[config.mk]
export PLATFORM = sky130hd
export DESIGN_NAME = seg_scan_decoder
export DESIGN_NICKNAME = d
export VERILOG_FILES = /design/src/rtl/seg_scan_decoder.sv
export SDC_FILE = /design/constraint.sdc
export NUM_CORES = 1
export LEC_CHECK = 0
export BUFFER_PORTS_ARGS = -buffer_cell sky130_fd_sc_hd__buf_2
export CORE_ASPECT_RATIO = 0.7
export CORE_UTILIZATION = 50
export DETAILED_ROUTE_END_ITERATION = 7
export HOLD_SLACK_MARGIN = 0.03
export PLACE_DENSITY = 0.7
export RECOVER_POWER = 100
export SETUP_SLACK_MARGIN = 0.02
export SLEW_MARGIN = 15
export SYNTH_ARGS = -nofsm -noshare
export SYNTH_HDL_FRONTEND = slang
export SYNTH_SLANG_ARGS = --single-unit
[constraint.sdc]
create_clock -name clk -period 4.03 [get_ports clk]
set_input_delay 0.2015 -clock clk [delete_from_list [all_inputs] [get_ports clk]]
set_output_delay 0.2015 -clock clk [all_outputs]
set_load 0.05 [all_outputs]
[src/rtl/seg_scan_decoder.sv]
// seg_scan_decoder: rebuilds the 0..9999 value shown by a 4-digit multiplexed
// 7-segment driver from its active-low sel/seg buses.
//
// Digits are sampled once per dwell, after sel has been stable for SETTLE
// cycles. A small FSM checks that the digits arrive in the order
// thousands -> hundreds -> tens -> ones. Each complete frame is converted to
// binary. A timeout flags a display that has stopped scanning.

// Per-digit holding register, loaded when its scan position is accepted.
module seg_scan_digit (
  input  logic       clk,
  input  logic       rst_n,
  input  logic       ld,
  input  logic [3:0] d,
  output logic [3:0] q
);
  // hold the accepted BCD digit until the next load
  always_ff @(posedge clk or negedge rst_n) begin
    if (!rst_n)  q <= 4'd0;
    else if (ld) q <= d;
  end
endmodule

module seg_scan_decoder #(
  parameter int unsigned SETTLE  = 8,
  parameter int unsigned TIMEOUT = 100000
) (
  input  logic        clk,
  input  logic        rst_n,
  input  logic [7:0]  seg_in,
  input  logic [3:0]  sel_in,
  output logic [13:0] dat,
  output logic        dat_vld,
  output logic        err,
  output logic        stale
);
  localparam logic [15:0] SETTLE_C = 16'(SETTLE);
  localparam logic [31:0] TO_C     = 32'(TIMEOUT);

  localparam logic [3:0] SEL_TH = 4'b1110;
  localparam logic [3:0] SEL_HU = 4'b1101;
  localparam logic [3:0] SEL_TE = 4'b1011;
  localparam logic [3:0] SEL_ON = 4'b0111;

  typedef enum logic [2:0] {SYNC, EXP_TH, EXP_HU, EXP_TE, EXP_ON} state_t;

  // {valid, digit}; the code must match exactly, with dp off
  function automatic logic [4:0] seg_dec(input logic [7:0] s);
    case (s)
      8'hc0:   seg_dec = {1'b1, 4'd0};
      8'hf9:   seg_dec = {1'b1, 4'd1};
      8'ha4:   seg_dec = {1'b1, 4'd2};
      8'hb0:   seg_dec = {1'b1, 4'd3};
      8'h99:   seg_dec = {1'b1, 4'd4};
      8'h92:   seg_dec = {1'b1, 4'd5};
      8'h82:   seg_dec = {1'b1, 4'd6};
      8'hf8:   seg_dec = {1'b1, 4'd7};
      8'h80:   seg_dec = {1'b1, 4'd8};
      8'h90:   seg_dec = {1'b1, 4'd9};
      default: seg_dec = {1'b0, 4'd0};
    endcase
  endfunction

  logic [7:0]  seg_q;
  logic [3:0]  sel_q, sel_p;
  logic [15:0] set_cnt;
  logic [31:0] to_cnt;
  state_t      state, nxt;

  logic        strobe, to_hit, sel_legal, hit, dec_ok;
  logic [3:0]  dec_val, exp_sel;
  logic [4:0]  dec;
  logic [1:0]  idx;
  logic [3:1]  ld;
  logic [3:1][3:0] dig;
  logic [13:0] sum;

  // register the bus once; sel_p is the previous sel_q for change detection
  always_ff @(posedge clk or negedge rst_n) begin
    if (!rst_n) begin
      seg_q <= 8'd0;
      sel_q <= 4'd0;
      sel_p <= 4'd0;
    end else begin
      seg_q <= seg_in;
      sel_q <= sel_in;
      sel_p <= sel_q;
    end
  end

  // settle counter: restarts on every sel change and saturates at the top
  always_ff @(posedge clk or negedge rst_n) begin
    if (!rst_n)                set_cnt <= 16'd0;
    else if (sel_q != sel_p)   set_cnt <= 16'd0;
    else if (set_cnt != '1)    set_cnt <= set_cnt + 16'd1;
  end

  // A sel change in the same cycle beats the count match.
  // Because the counter saturates above SETTLE, each dwell strobes at most once.
  assign strobe = (set_cnt == SETTLE_C) && (sel_q == sel_p);

  // cycles since the last strobe, saturating
  always_ff @(posedge clk or negedge rst_n) begin
    if (!rst_n)             to_cnt <= 32'd0;
    else if (strobe)        to_cnt <= 32'd0;
    else if (to_cnt != '1)  to_cnt <= to_cnt + 32'd1;
  end

  assign to_hit = (to_cnt == TO_C) && !strobe;

  assign dec     = seg_dec(seg_q);
  assign dec_ok  = dec[4];
  assign dec_val = dec[3:0];

  assign sel_legal = (sel_q == SEL_TH) || (sel_q == SEL_HU) ||
                     (sel_q == SEL_TE) || (sel_q == SEL_ON);

  // Derive the expected select, the digit slot and the next state from the current state.
  // SYNC looks for a thousands digit.
  always_comb begin
    exp_sel = SEL_TH;
    idx     = 2'd3;
    nxt     = EXP_HU;
    case (state)
      EXP_HU:  begin exp_sel = SEL_HU; idx = 2'd2; nxt = EXP_TE; end
      EXP_TE:  begin exp_sel = SEL_TE; idx = 2'd1; nxt = EXP_ON; end
      EXP_ON:  begin exp_sel = SEL_ON; idx = 2'd0; nxt = EXP_TH; end
      default: begin exp_sel = SEL_TH; idx = 2'd3; nxt = EXP_HU; end
    endcase
  end

  assign hit = strobe && (sel_q == exp_sel) && dec_ok;

  // The ones digit goes straight into the conversion, so only three digits are held.
  genvar gi;
  generate
    for (gi = 1; gi < 4; gi++) begin : g_dig
      assign ld[gi] = hit && (idx == 2'(gi));
      seg_scan_digit u_dig (
        .clk   (clk),
        .rst_n (rst_n),
        .ld    (ld[gi]),
        .d     (dec_val),
        .q     (dig[gi])
      );
    end
  endgenerate

  // Even 9999 fits in 14 bits, so no product or sum overflows.
  assign sum = {10'd0, dig[3]} * 14'd1000 + {10'd0, dig[2]} * 14'd100 +
               {10'd0, dig[1]} * 14'd10   + {10'd0, dec_val};

  // frame FSM with registered dat/dat_vld/err/stale
  always_ff @(posedge clk or negedge rst_n) begin
    if (!rst_n) begin
      state   <= SYNC;
      dat     <= 14'd0;
      dat_vld <= 1'b0;
      err     <= 1'b0;
      stale   <= 1'b1;
    end else begin
      dat_vld <= 1'b0;
      err     <= 1'b0;
      if (to_hit) begin
        stale <= 1'b1;
        state <= SYNC;
      end else if (strobe) begin
        if (state == SYNC) begin
          if (hit)
            state <= nxt;
          else if (!sel_legal || (sel_q == SEL_TH && !dec_ok))
            err <= 1'b1;
        end else if (hit) begin
          state <= nxt;
          if (state == EXP_ON) begin
            dat     <= sum;
            dat_vld <= 1'b1;
            stale   <= 1'b0;
          end
        end else begin
          err   <= 1'b1;
          state <= SYNC;
        end
      end
    end
  end

endmodule

==> results of run 1 <==
-- state kept, by name (all words and copies together), names as in the netlist, 3 cells and up --
register	flops
to_cnt	32
set_cnt	16
dat	14
g_dig.u_dig.q	12
seg_q	8
sel_p	4
sel_q	4
state	3
-- worst reg2reg max path, stage by stage (launching register included) --
cell and delay, ns:
dfrtp_1 0.41, nor4b_4 0.31, nor2b_4 0.21, nor3b_4 0.25, inv_2 0.06, fa_1 0.53
inv_1 0.05, fa_1 0.46, ha_2 0.21, fa_2 0.37, a211oi_4 0.28, o21ai_2 0.12
a31oi_4 0.17, o21bai_1 0.10, xor2_1 0.15, mux2_4 0.27
-- cell usage in the layout (no fill, tap or decap), types with 4 or more instances in the layout --
cell	n
a21o_1	10
a21oi_1	20
a31oi_1	6
and2_1	5
and3_1	5
buf_2	11
buf_4	31
clkbuf_1	23
clkbuf_16	9
dfrtp_1	93
dlygate4sd3_1	13
fa_1	14
ha_1	38
ha_4	13
inv_1	49
inv_2	6
mux2_1	10
mux2_2	11
mux2i_1	4
nand2_1	39
nand3_1	21
nand3b_1	4
nand4_1	16
nor2_1	60
nor3_1	14
nor3b_1	4
nor4_1	8
nor4b_1	6
o21ai_0	6
o21ai_1	6
or3_1	11
xnor2_1	35
xor2_1	21
-- per-stage QoR --
stage / std cells / hold WS [ns] / area (µm²) / util / worst slack, ns
4_1_cts: 866 / 0.4850 / 7450 / 0.6222 / -0.02831
3_5_place_dp: 832 / 0.3112 / 6834 / 0.5707 / -0.2246
6_report: 871 / 0.4912 / 7620 / 0.6364 / -0.03837
2_1_floorplan: 633 / -0.09409 / 6345 / - / 0.02431
5_1_grt: 871 / 0.4938 / 7620 / 0.6364 / -0.1866
3_3_place_gp: 832 / 0.3093 / 6834 / 0.5707 / -0.1155
-- per-layer routing --
layer  track usage  part of all wire
met2        0.3558              0.46
met1        0.3022              0.48
met5             0                 0
met4       0.05463             0.017
met3       0.04792             0.042
-- logic make-up after synthesis --
family	after synthesis	synth area share
flip-flops	96	0.3818
AND/OR/NAND/NOR	221	0.1886
AO/OA/AOI/OAI	88	0.09381
XOR/XNOR	59	0.08208
buffers and inverters	70	0.04312
multiplexers	28	0.04928
adder cells (fa/ha/maj)	71	0.1614
-- cell type report --
type / count / area (µm²)
Inverter: 56 / 212.7
Clock inverter: 4 / 53.80
Fill cell: 943 / 4354
Clock buffer: 12 / 246.5
Timing Repair Buffer: 79 / 524.3
Sequential cell: 96 / 2406
Tap cell: 157 / 196.4
Multi-Input combinational cell: 467 / 3980
-- worst min path at each step --
stage,end,slack [ns],from,cells past startpoint
after floorplan,dat[0],-0.09,rst_n,0
after global placement,seg_q[7],0.31,seg_in[7],1
after detailed placement,sel_q[2],0.31,sel_in[2],1
after CTS,seg_q[4],0.48,seg_in[4],2
after global routing,seg_q[1],0.49,seg_in[1],2
final,dat[6],0.49,dat[6],1
-- power groups by stage --
stage / Combinational, mW / Sequential, mW / Clock [mW]
5_1_grt: 0.0827 / 0.983 / 0.933
2_1_floorplan: 0.0286 / 0.997 / 0
6_report: 0.0730 / 0.983 / 0.865
3_3_place_gp: 0.0629 / 1.00 / 0
4_1_cts: 0.0759 / 0.982 / 0.892
3_5_place_dp: 0.0654 / 1.00 / 0
-- timing repair --
item,4_1_cts,5_1_grt
cloned,0,0
resized for setup,27,31
hold endpoints to repair,77,0
setup buffers,5,5
hold buffers,13,0
pin swaps,24,27
endpoints found under the setup margin,6,7
==> impl_metrics.csv, run 1 <==
group,metric,value,unit
clock_network,clock_latency,0.34,ns
clock_network,cts_buffers,9,
layout,num_antenna_cells,0,
power_and_ir_drop,p_switching,0.4170,mW
worst_setup_path,path_delay_family,"adder cells",
timing,hold_viol,0,
grt,grt_pass1_vias,4762,
clock_network,cts_tree,"done",
timing,fin_skew,0.01203,ns
grt,grt_first_pass_wirelength,22460,µm
timing,fmax,245.8,MHz
timing,fin_crit_sh,1.010,
die,initial_utilization,0.5258,
layout,syn_to_final_growth,21.03,%
timing,fin_crit,4.068,ns
yosys,syn_nets,718,
route,detail_route.wl_per_cell,16.27,µm
die,core,11970,µm²
worst_setup_path,cp.depth,15,
worst_setup_path,regToRegSetupSlack,-0.04,ns
power_and_ir_drop,pwr-share-seq,0.512,
worst_setup_path,path_common_cell,"fa_1",
clock_network,htree_levels,3,
worst_setup_path,critPathLaunch,"seg_q[6]",
timing,report.final.slew_viol_count,108,
yosys,ys_seq_area_frac,0.3818,
die,die_x,136.1,µm
placed_design,dp_hpwl,9604,µm
yosys,syn_area_per_cell,9.946,µm²
worst_setup_path,crit_fanout,4,
outcome,violations,"capacitance limit, slew limit, setup timing",
yosys,yosysTopAreaCell,"dfrtp_1",
worst_setup_path,path_cells,"nor4b_4, nor2b_4, nor3b_4, inv_2, fa_1, inv_1, fa_1, ha_2, fa_2, a211oi_4, o21ai_2, a31oi_4, o21bai_1, xor2_1, mux2_4",
yosys,yosysMostFrequentCell,"dfrtp_1",
power_and_ir_drop,powerDensity,252.1,nW/µm²
yosys,ys.flop_type,"dfrtp_1",
yosys,synth_cells,633,
timing,fin_tns_setup,-0.08274,ns
clock_network,clock_path_buffers,2,
worst_setup_path,critPathLaunchType,"flip-flop",
worst_setup_path,path_class,"flip-flop to flip-flop",
yosys,yosysWarnings,0,
clock_network,cts_root_buf,"clkbuf_16",
worst_setup_path,worst_path_largest_cell_delay,0.53,ns
power_and_ir_drop,p_sw_frac,0.2171,
timing,worst_slack,-0.03837,ns
yosys,ys_types,63,
worst_setup_path,r2r_cells,15,
route,dr_total_vias,4987,
power_and_ir_drop,p_comb_frac,0.038,
timing,tightest_slew,1.632,ns
route,drt-total-wl,14170,µm
die,boundaryPins,31,
yosys,netlist.area_leader.share,0.3776,
route,dr.first_iter.drc_count,276,
power_and_ir_drop,p_total,1.921,mW
die,die_y,95.89,µm
yosys,synth-seq-cells,96,
yosys,async_flop_share,1.000,
worst_setup_path,cp.arrival,4.30,ns
route,drc,0,
route,vias_per_cell,5.726,
hold_path,hold_class,"flip-flop to flip-flop",
clock_network,clk_pin_slew_worst_paths,0.07,ns
outcome,status,"finished with violations",
layout,layout-drive-gt1-share,0.1863,
worst_setup_path,rr_endpoint,"dat[11]",
placed_design,globalplace.congestion,0.8955,
placed_design,portBuffers,30,
route,ant_nets,0,
worst_setup_path,required,4.26,ns
worst_setup_path,path_buf_inv,2,
yosys,netlist_area,6296,µm²
clock_network,clkSinkCount,96,
grt,overflow,0,
timing,slew_headroom,-0.08791,
layout,nets,794,
die,row_count,33,
yosys,synth_area_leaders,"dfrtp_1, ha_1, fa_1",
yosys,synth_edf_count,0,
grt,antenna_found_initial,0,
worst_setup_path,crit_path_end,"dat[11]",
worst_setup_path,crit_path_end_kind,"flip-flop",
timing,setup_viol,3,
route,drtPass1Iterations,5,
power_and_ir_drop,vdd_drop_max,0.0002219,V
grt,grt_max_degree,68,
worst_setup_path,cp_slowest_cell,"fa_1",
run,cap_violations,3,
power_and_ir_drop,p_leak,3.581,nW
grt,grtUsageTotal,0.2204,
timing,rsz0062_at_grt,"true",
die,die-area,13050,µm²
power_and_ir_drop,p_int,1.504,mW
worst_setup_path,reg2reg_from,"seg_q[6]",
yosys,ys_top_cells_by_count,"dfrtp_1, nor2_1, inv_1",
power_and_ir_drop,p_clk_frac,0.450,
(Power assumes the default switching activity.)
==> run 2: changes to the inputs <==
--- a/config.mk
+++ b/config.mk
@@ -5,9 +5,10 @@
 export SDC_FILE = /design/constraint.sdc
 export NUM_CORES = 1
 export LEC_CHECK = 0
-export BUFFER_PORTS_ARGS = -buffer_cell sky130_fd_sc_hd__buf_2
+export BUFFER_PORTS_ARGS = -buffer_cell sky130_fd_sc_hd__buf_4
 export CORE_ASPECT_RATIO = 0.7
 export CORE_UTILIZATION = 50
+export CTS_BUF_LIST = sky130_fd_sc_hd__clkbuf_2
 export DETAILED_ROUTE_END_ITERATION = 7
 export HOLD_SLACK_MARGIN = 0.03
 export PLACE_DENSITY = 0.7
==> impl_metrics.csv, run 2 (same netlist as run 1, synthesis figures left out) <==
group,metric,value,unit
outcome,status,"finished with violations",
outcome,violations,"capacitance limit, slew limit, setup timing",
worst_setup_path,crit_path_end_kind,"flip-flop",
clock_network,cts_tree,"done",
clock_network,clock_path_buffers,2,
worst_setup_path,reg2reg_from,"g_dig[3].u_dig.q[3]",
clock_network,clkSinkCount,96,
route,detail_route.wl_per_cell,15.81,µm
die,die_y,95.89,µm
die,die_x,136.1,µm
timing,rsz0062_at_grt,"true",
timing,hold_viol,0,
grt,grt_pass1_vias,4901,
hold_path,hold_class,"input port to flip-flop",
die,core,11970,µm²
grt,grt_first_pass_wirelength,23180,µm
route,dr.first_iter.drc_count,248,
clock_network,cts_buffers,9,
grt,grt_busiest_layer,"met2",
layout,largest_register_ffs,32,
layout,top_register,"to_cnt",
route,ant_nets,0,
worst_setup_path,crit_fanout,4,
layout,fillers,969,
layout,fin_area,7466,µm²
timing,fin_crit,4.085,ns
timing,worst_slack,-0.05512,ns
route,drt-total-wl,13820,µm
layout,num_antenna_cells,0,
layout,layout-drive-gt1-share,0.1925,
placed_design,portBuffers,30,
timing,fin_tns_setup,-0.09449,ns
clock_network,htree_levels,3,
power_and_ir_drop,vdd_drop_max,0.0001709,V
layout,top_regs,"to_cnt x32, set_cnt x16, dat x14",
worst_setup_path,required,4.53,ns
worst_setup_path,path_class,"flip-flop to flip-flop",
layout,final_util,0.6235,
timing,slew_headroom,-0.08155,
placed_design,globalplace.congestion,0.8950,
clock_network,cts_root_buf,"clkbuf_2",
layout,final_cell_mix,"dfrtp_1, nor2_1, inv_1, ha_1, nand2_1",
power_and_ir_drop,powerDensity,212.4,nW/µm²
clock_network,clock_latency,0.57,ns
layout,nets,797,
route,dr_total_vias,4927,
grt,grt_max_degree,67,
die,initial_utilization,0.5258,
worst_setup_path,cp.arrival,4.58,ns
clock_network,clk_pin_slew_worst_paths,0.26,ns
placed_design,dpl_cell_area,6914,µm²
grt,grt_use_met1,0.3161,
timing,setup_viol,3,
route,drtPass1Iterations,5,
grt,antenna_found_initial,0,
hold_path,min_from,"seg_in[6]",
run,cap_violations,2,
die,boundaryPins,31,
timing,report.final.slew_viol_count,99,
timing,timing.hold.ws,0.2909,ns
placed_design,dp_hpwl,9788,µm
worst_setup_path,critPathLaunchType,"flip-flop",
timing,fmax,244.8,MHz
grt,use_met3,0.04371,
layout,syn_to_final_growth,18.58,%
layout,final_common_cell,"dfrtp_1",
timing,fin_skew,0.03183,ns
route,drc,0,
timing,fin_crit_sh,1.014,
worst_setup_path,critPathLaunch,"g_dig[3].u_dig.q[3]",
die,row_count,33,
grt,overflow,0,
grt,grtUsageTotal,0.2261,
route,vias_per_cell,5.637,
timing,tightest_slew,1.622,ns
grt,gr-usage-met2,0.3642,
power_and_ir_drop,p_leak,3.558,nW
die,die-area,13050,µm²
[run 2: cell count changes in the layout (fill, tap and decap cells not counted), sizes merged]
cell,previous run,this run
buf,44,37
clkinvlp,2,1
clkinv,1,0
bufinv,1,2
clkbuf,34,45
[run 2: timing repair]
action                                 4_1_cts  5_1_grt
hold buffers                                13        0
setup buffers                                7        5
pin swaps                                   25       17
gates resized for setup                     29       21
endpoints found under the hold margin       76        0
setup endpoints to repair                    5        6
[run 2: worst paths after layout]
check | to | cells after the start | slack [ns]
max | dat[13] | 15 | -0.06
min | seg_q[6] | 2 | 0.29
max reg2reg | dat[13] | 15 | -0.06
min reg2reg | dat[5] | 1 | 0.53
max in group asynchronous | to_cnt[27] | 3 | 1.26
min in group asynchronous | dat[10] | 2 | 0.52
[run 2: stage by stage]
stage / setup WS (ns) / std cells / power, mW
after floorplan: 0.02431 / 633 / 1.026
after global placement: -0.1167 / 833 / 1.065
after detailed placement: -0.2176 / 833 / 1.068
after CTS: -0.04844 / 869 / 1.609
after global routing: -0.2014 / 874 / 1.651
final: -0.05512 / 874 / 1.586
[run 2: critical path: stages (launching register included)]
cell and delay [ns]:
dfrtp_2 0.49, fa_2 0.59, buf_4 0.14, fa_1 0.46, ha_4 0.32, nand3_1 0.06, o211ai_1 0.33, nor2_2 0.10
xnor2_2 0.18, ha_4 0.18, ha_1 0.31, a21o_1 0.17, a31oi_1 0.21, o21ai_2 0.10, xnor2_1 0.13, mux2_4 0.27
[run 2: layer usage]
layer | vias to the layer above | routed length, µm
met2 | 112 | 6372
met5 | - | 0
met4 | 0 | 91
li1 | 2378 | -
met3 | 10 | 519
met1 | 2427 | 6835
[run 2: report_power, final]
part           switching, mW  internal, mW  total, mW
Clock                  0.309         0.215      0.525
Sequential            0.0108         0.974      0.985
Combinational         0.0420        0.0346     0.0766
Total                  0.362          1.22       1.59
[run 2: layout make-up]
class	count	area, µm²	area share
flip-flops and latches	96	2407	0.3224
repair buffers	82	578.1	0.07743
clock inverters	3	67.56	0.009050
clock buffers	13	65.06	0.008715
well taps	157	196.4	0.02631
inverters	56	210.2	0.02815
multi-input cells	467	3941	0.5279
==> run 3: changes to the inputs <==
--- a/config.mk
+++ b/config.mk
@@ -13,6 +13,7 @@
 export HOLD_SLACK_MARGIN = 0.03
 export PLACE_DENSITY = 0.7
 export RECOVER_POWER = 100
+export REMOVE_ABC_BUFFERS = 1
 export SETUP_SLACK_MARGIN = 0.02
 export SLEW_MARGIN = 15
 export SYNTH_ARGS = -nofsm -noshare
==> impl_metrics.csv, run 3 (same netlist as run 1, synthesis figures left out) <==
group,metric,value,unit
power_and_ir_drop,p_switching,0.3974,mW
clock_network,htree_levels,3,
layout,final_common_cell,"dfrtp_1",
grt,grtUsageTotal,0.2309,
placed_design,globalplace.congestion,0.9102,
worst_setup_path,reg2reg_from,"g_dig[3].u_dig.q[2]",
grt,overflow,0,
layout,num_antenna_cells,0,
grt,grt_pass1_vias,4806,
route,ant_nets,0,
worst_setup_path,r2r_cells,15,
power_and_ir_drop,p_leak,3.618,nW
worst_setup_path,critPathLaunchType,"flip-flop",
timing,fmax,243.3,MHz
route,dr_total_vias,4953,
die,initial_utilization,0.5258,
layout,nets,807,
power_and_ir_drop,p_int,1.284,mW
die,die-area,13050,µm²
layout,largest_register_ffs,32,
clock_network,cts_buffers,9,
worst_setup_path,path_delay_family,"adder cells",
power_and_ir_drop,p_sw_frac,0.2364,
worst_setup_path,worst_path_largest_cell_delay,0.52,ns
outcome,violations,"capacitance limit, slew limit, setup timing",
clock_network,clock_path_buffers,2,
clock_network,clk_pin_slew_worst_paths,0.26,ns
worst_setup_path,crit_fanout,4,
die,die_x,136.1,µm
placed_design,portBuffers,30,
hold_path,hold_class,"input port to flip-flop",
worst_setup_path,path_class,"flip-flop to flip-flop",
route,vias_per_cell,5.603,
layout,layout-drive-gt1-share,0.1871,
worst_setup_path,cp_slowest_cell,"dfrtp_2",
worst_setup_path,crit_path_end_kind,"flip-flop",
timing,fin_skew,0.03278,ns
hold_path,min_from,"sel_in[0]",
grt,grt_first_pass_wirelength,23370,µm
worst_setup_path,cp.arrival,4.61,ns
grt,antenna_found_initial,0,
power_and_ir_drop,pwr-share-seq,0.586,
timing,rsz0062_at_grt,"true",
timing,tightest_slew,3.268,ns
timing,fin_crit_sh,1.020,
run,cap_violations,2,
clock_network,cts_tree,"done",
clock_network,cts_root_buf,"clkbuf_2",
power_and_ir_drop,p_clk_frac,0.366,
hold_path,hold_depth,2,
layout,top_regs,"to_cnt x32, set_cnt x16, dat x14",
timing,fin_crit,4.111,ns
power_and_ir_drop,p_comb_frac,0.048,
hold_path,min_to,"sel_q[0]",
timing,fin_tns_setup,-0.1575,ns
worst_setup_path,rr_endpoint,"dat[13]",
placed_design,place_ws,-0.4698,ns
clock_network,clock_latency,0.59,ns
route,drtPass1Iterations,5,
timing,worst_slack,-0.08063,ns
timing,hold_viol,0,
route,dr.first_iter.drc_count,319,
worst_setup_path,path_buf_inv,1,
timing,report.final.slew_viol_count,96,
route,detail_route.wl_per_cell,16.09,µm
grt,grt_max_degree,60,
route,drt-total-wl,14220,µm
placed_design,dp_hpwl,9814,µm
timing,slew_headroom,-1.179,
timing,setup_viol,3,
die,die_y,95.89,µm
power_and_ir_drop,vdd_drop_max,0.0001639,V
power_and_ir_drop,powerDensity,224.0,nW/µm²
die,boundaryPins,31,
die,core,11970,µm²
layout,final_cell_mix,"dfrtp_1, nor2_1, inv_1, buf_4, ha_1",
layout,top_register,"to_cnt",
die,row_count,33,
clock_network,clkSinkCount,96,
worst_setup_path,regToRegSetupSlack,-0.08,ns
worst_setup_path,required,4.53,ns
outcome,status,"finished with violations",
layout,syn_to_final_growth,19.20,%
worst_setup_path,path_cells,"fa_1, buf_4, fa_1, ha_4, nand3_1, o211ai_1, nor2_1, xnor2_2, ha_1, ha_4, a21o_1, a31oi_1, o21ai_1, xnor2_1, mux2_4",
route,drc,0,
-- run 3: worst max-delay path by stage --
stage / cells after the start / endpoint / start / slack (ns)
6_report: 15 / dat[13] / g_dig[3].u_dig.q[2] / -0.08
2_1_floorplan: 15 / dat[13] / seg_q[0] / -0.31
3_3_place_gp: 15 / dat[13] / seg_q[0] / -0.46
5_1_grt: 15 / dat[13] / seg_q[0] / -0.25
3_5_place_dp: 15 / dat[13] / seg_q[0] / -0.47
4_1_cts: 18 / dat[13] / g_dig[3].u_dig.q[3] / -0.05
-- run 3: layout make-up --
type / instances / area, µm²
clock buffers: 10 / 50.05
clock inverters: 6 / 112.6
fillers: 985 / 4469
inverters: 56 / 210.2
multi-input cells: 467 / 3874
flip-flops and latches: 96 / 2406
well taps: 157 / 196.4
repair buffers: 92 / 655.6
-- run 3: metal layers --
metal	vias up	wire length [µm]	part of all wire	global-route usage
li1	2401	-	-	-
met1	2415	7326	0.52	0.3426
met2	128	6207	0.44	0.3490
met3	9	584	0.041	0.04265
met4	0	103	0.0072	0.05278
met5	-	0	0	0
-- run 3: power groups by stage --
stage,Sequential (mW),Combinational [mW],Clock (mW)
floorplan,1.00,0.0218,0
global placement,0.999,0.0686,0
detailed placement,0.999,0.0714,0
CTS,0.984,0.0832,0.634
global route,0.987,0.0904,0.675
finish,0.985,0.0812,0.615
-- run 3: timing repair --
action,in CTS,in global routing
pin swaps,24,16
hold buffers,13,0
hold endpoints to repair,70,0
resized for setup,28,21
setup endpoints to repair,7,7
setup buffers,8,6
-- run 3: stage by stage --
stage          utilization  instances  hold WS, ns  cell area, µm²  power, mW
2_1_floorplan            -        619     -0.09409            6235      1.022
5_1_grt             0.6268        884       0.1904            7505      1.753
4_1_cts             0.6179        878       0.1833            7398      1.701
3_3_place_gp        0.5784        841       0.3122            6925      1.067
6_report            0.6268        884       0.2689            7505      1.681
3_5_place_dp        0.5784        841       0.3126            6925      1.070
-- run 3: worst register-to-register path, delay by kind of cell, from the launching register on --
family	cells	cell delay, ns
AND/OR/NAND/NOR	2	0.20
buffers and inverters	1	0.18
adder cells (fa/ha/maj)	5	1.87
flip-flops	1	0.52
AO/OA/AOI/OAI	4	0.70
multiplexers	1	0.28
XOR/XNOR	2	0.31
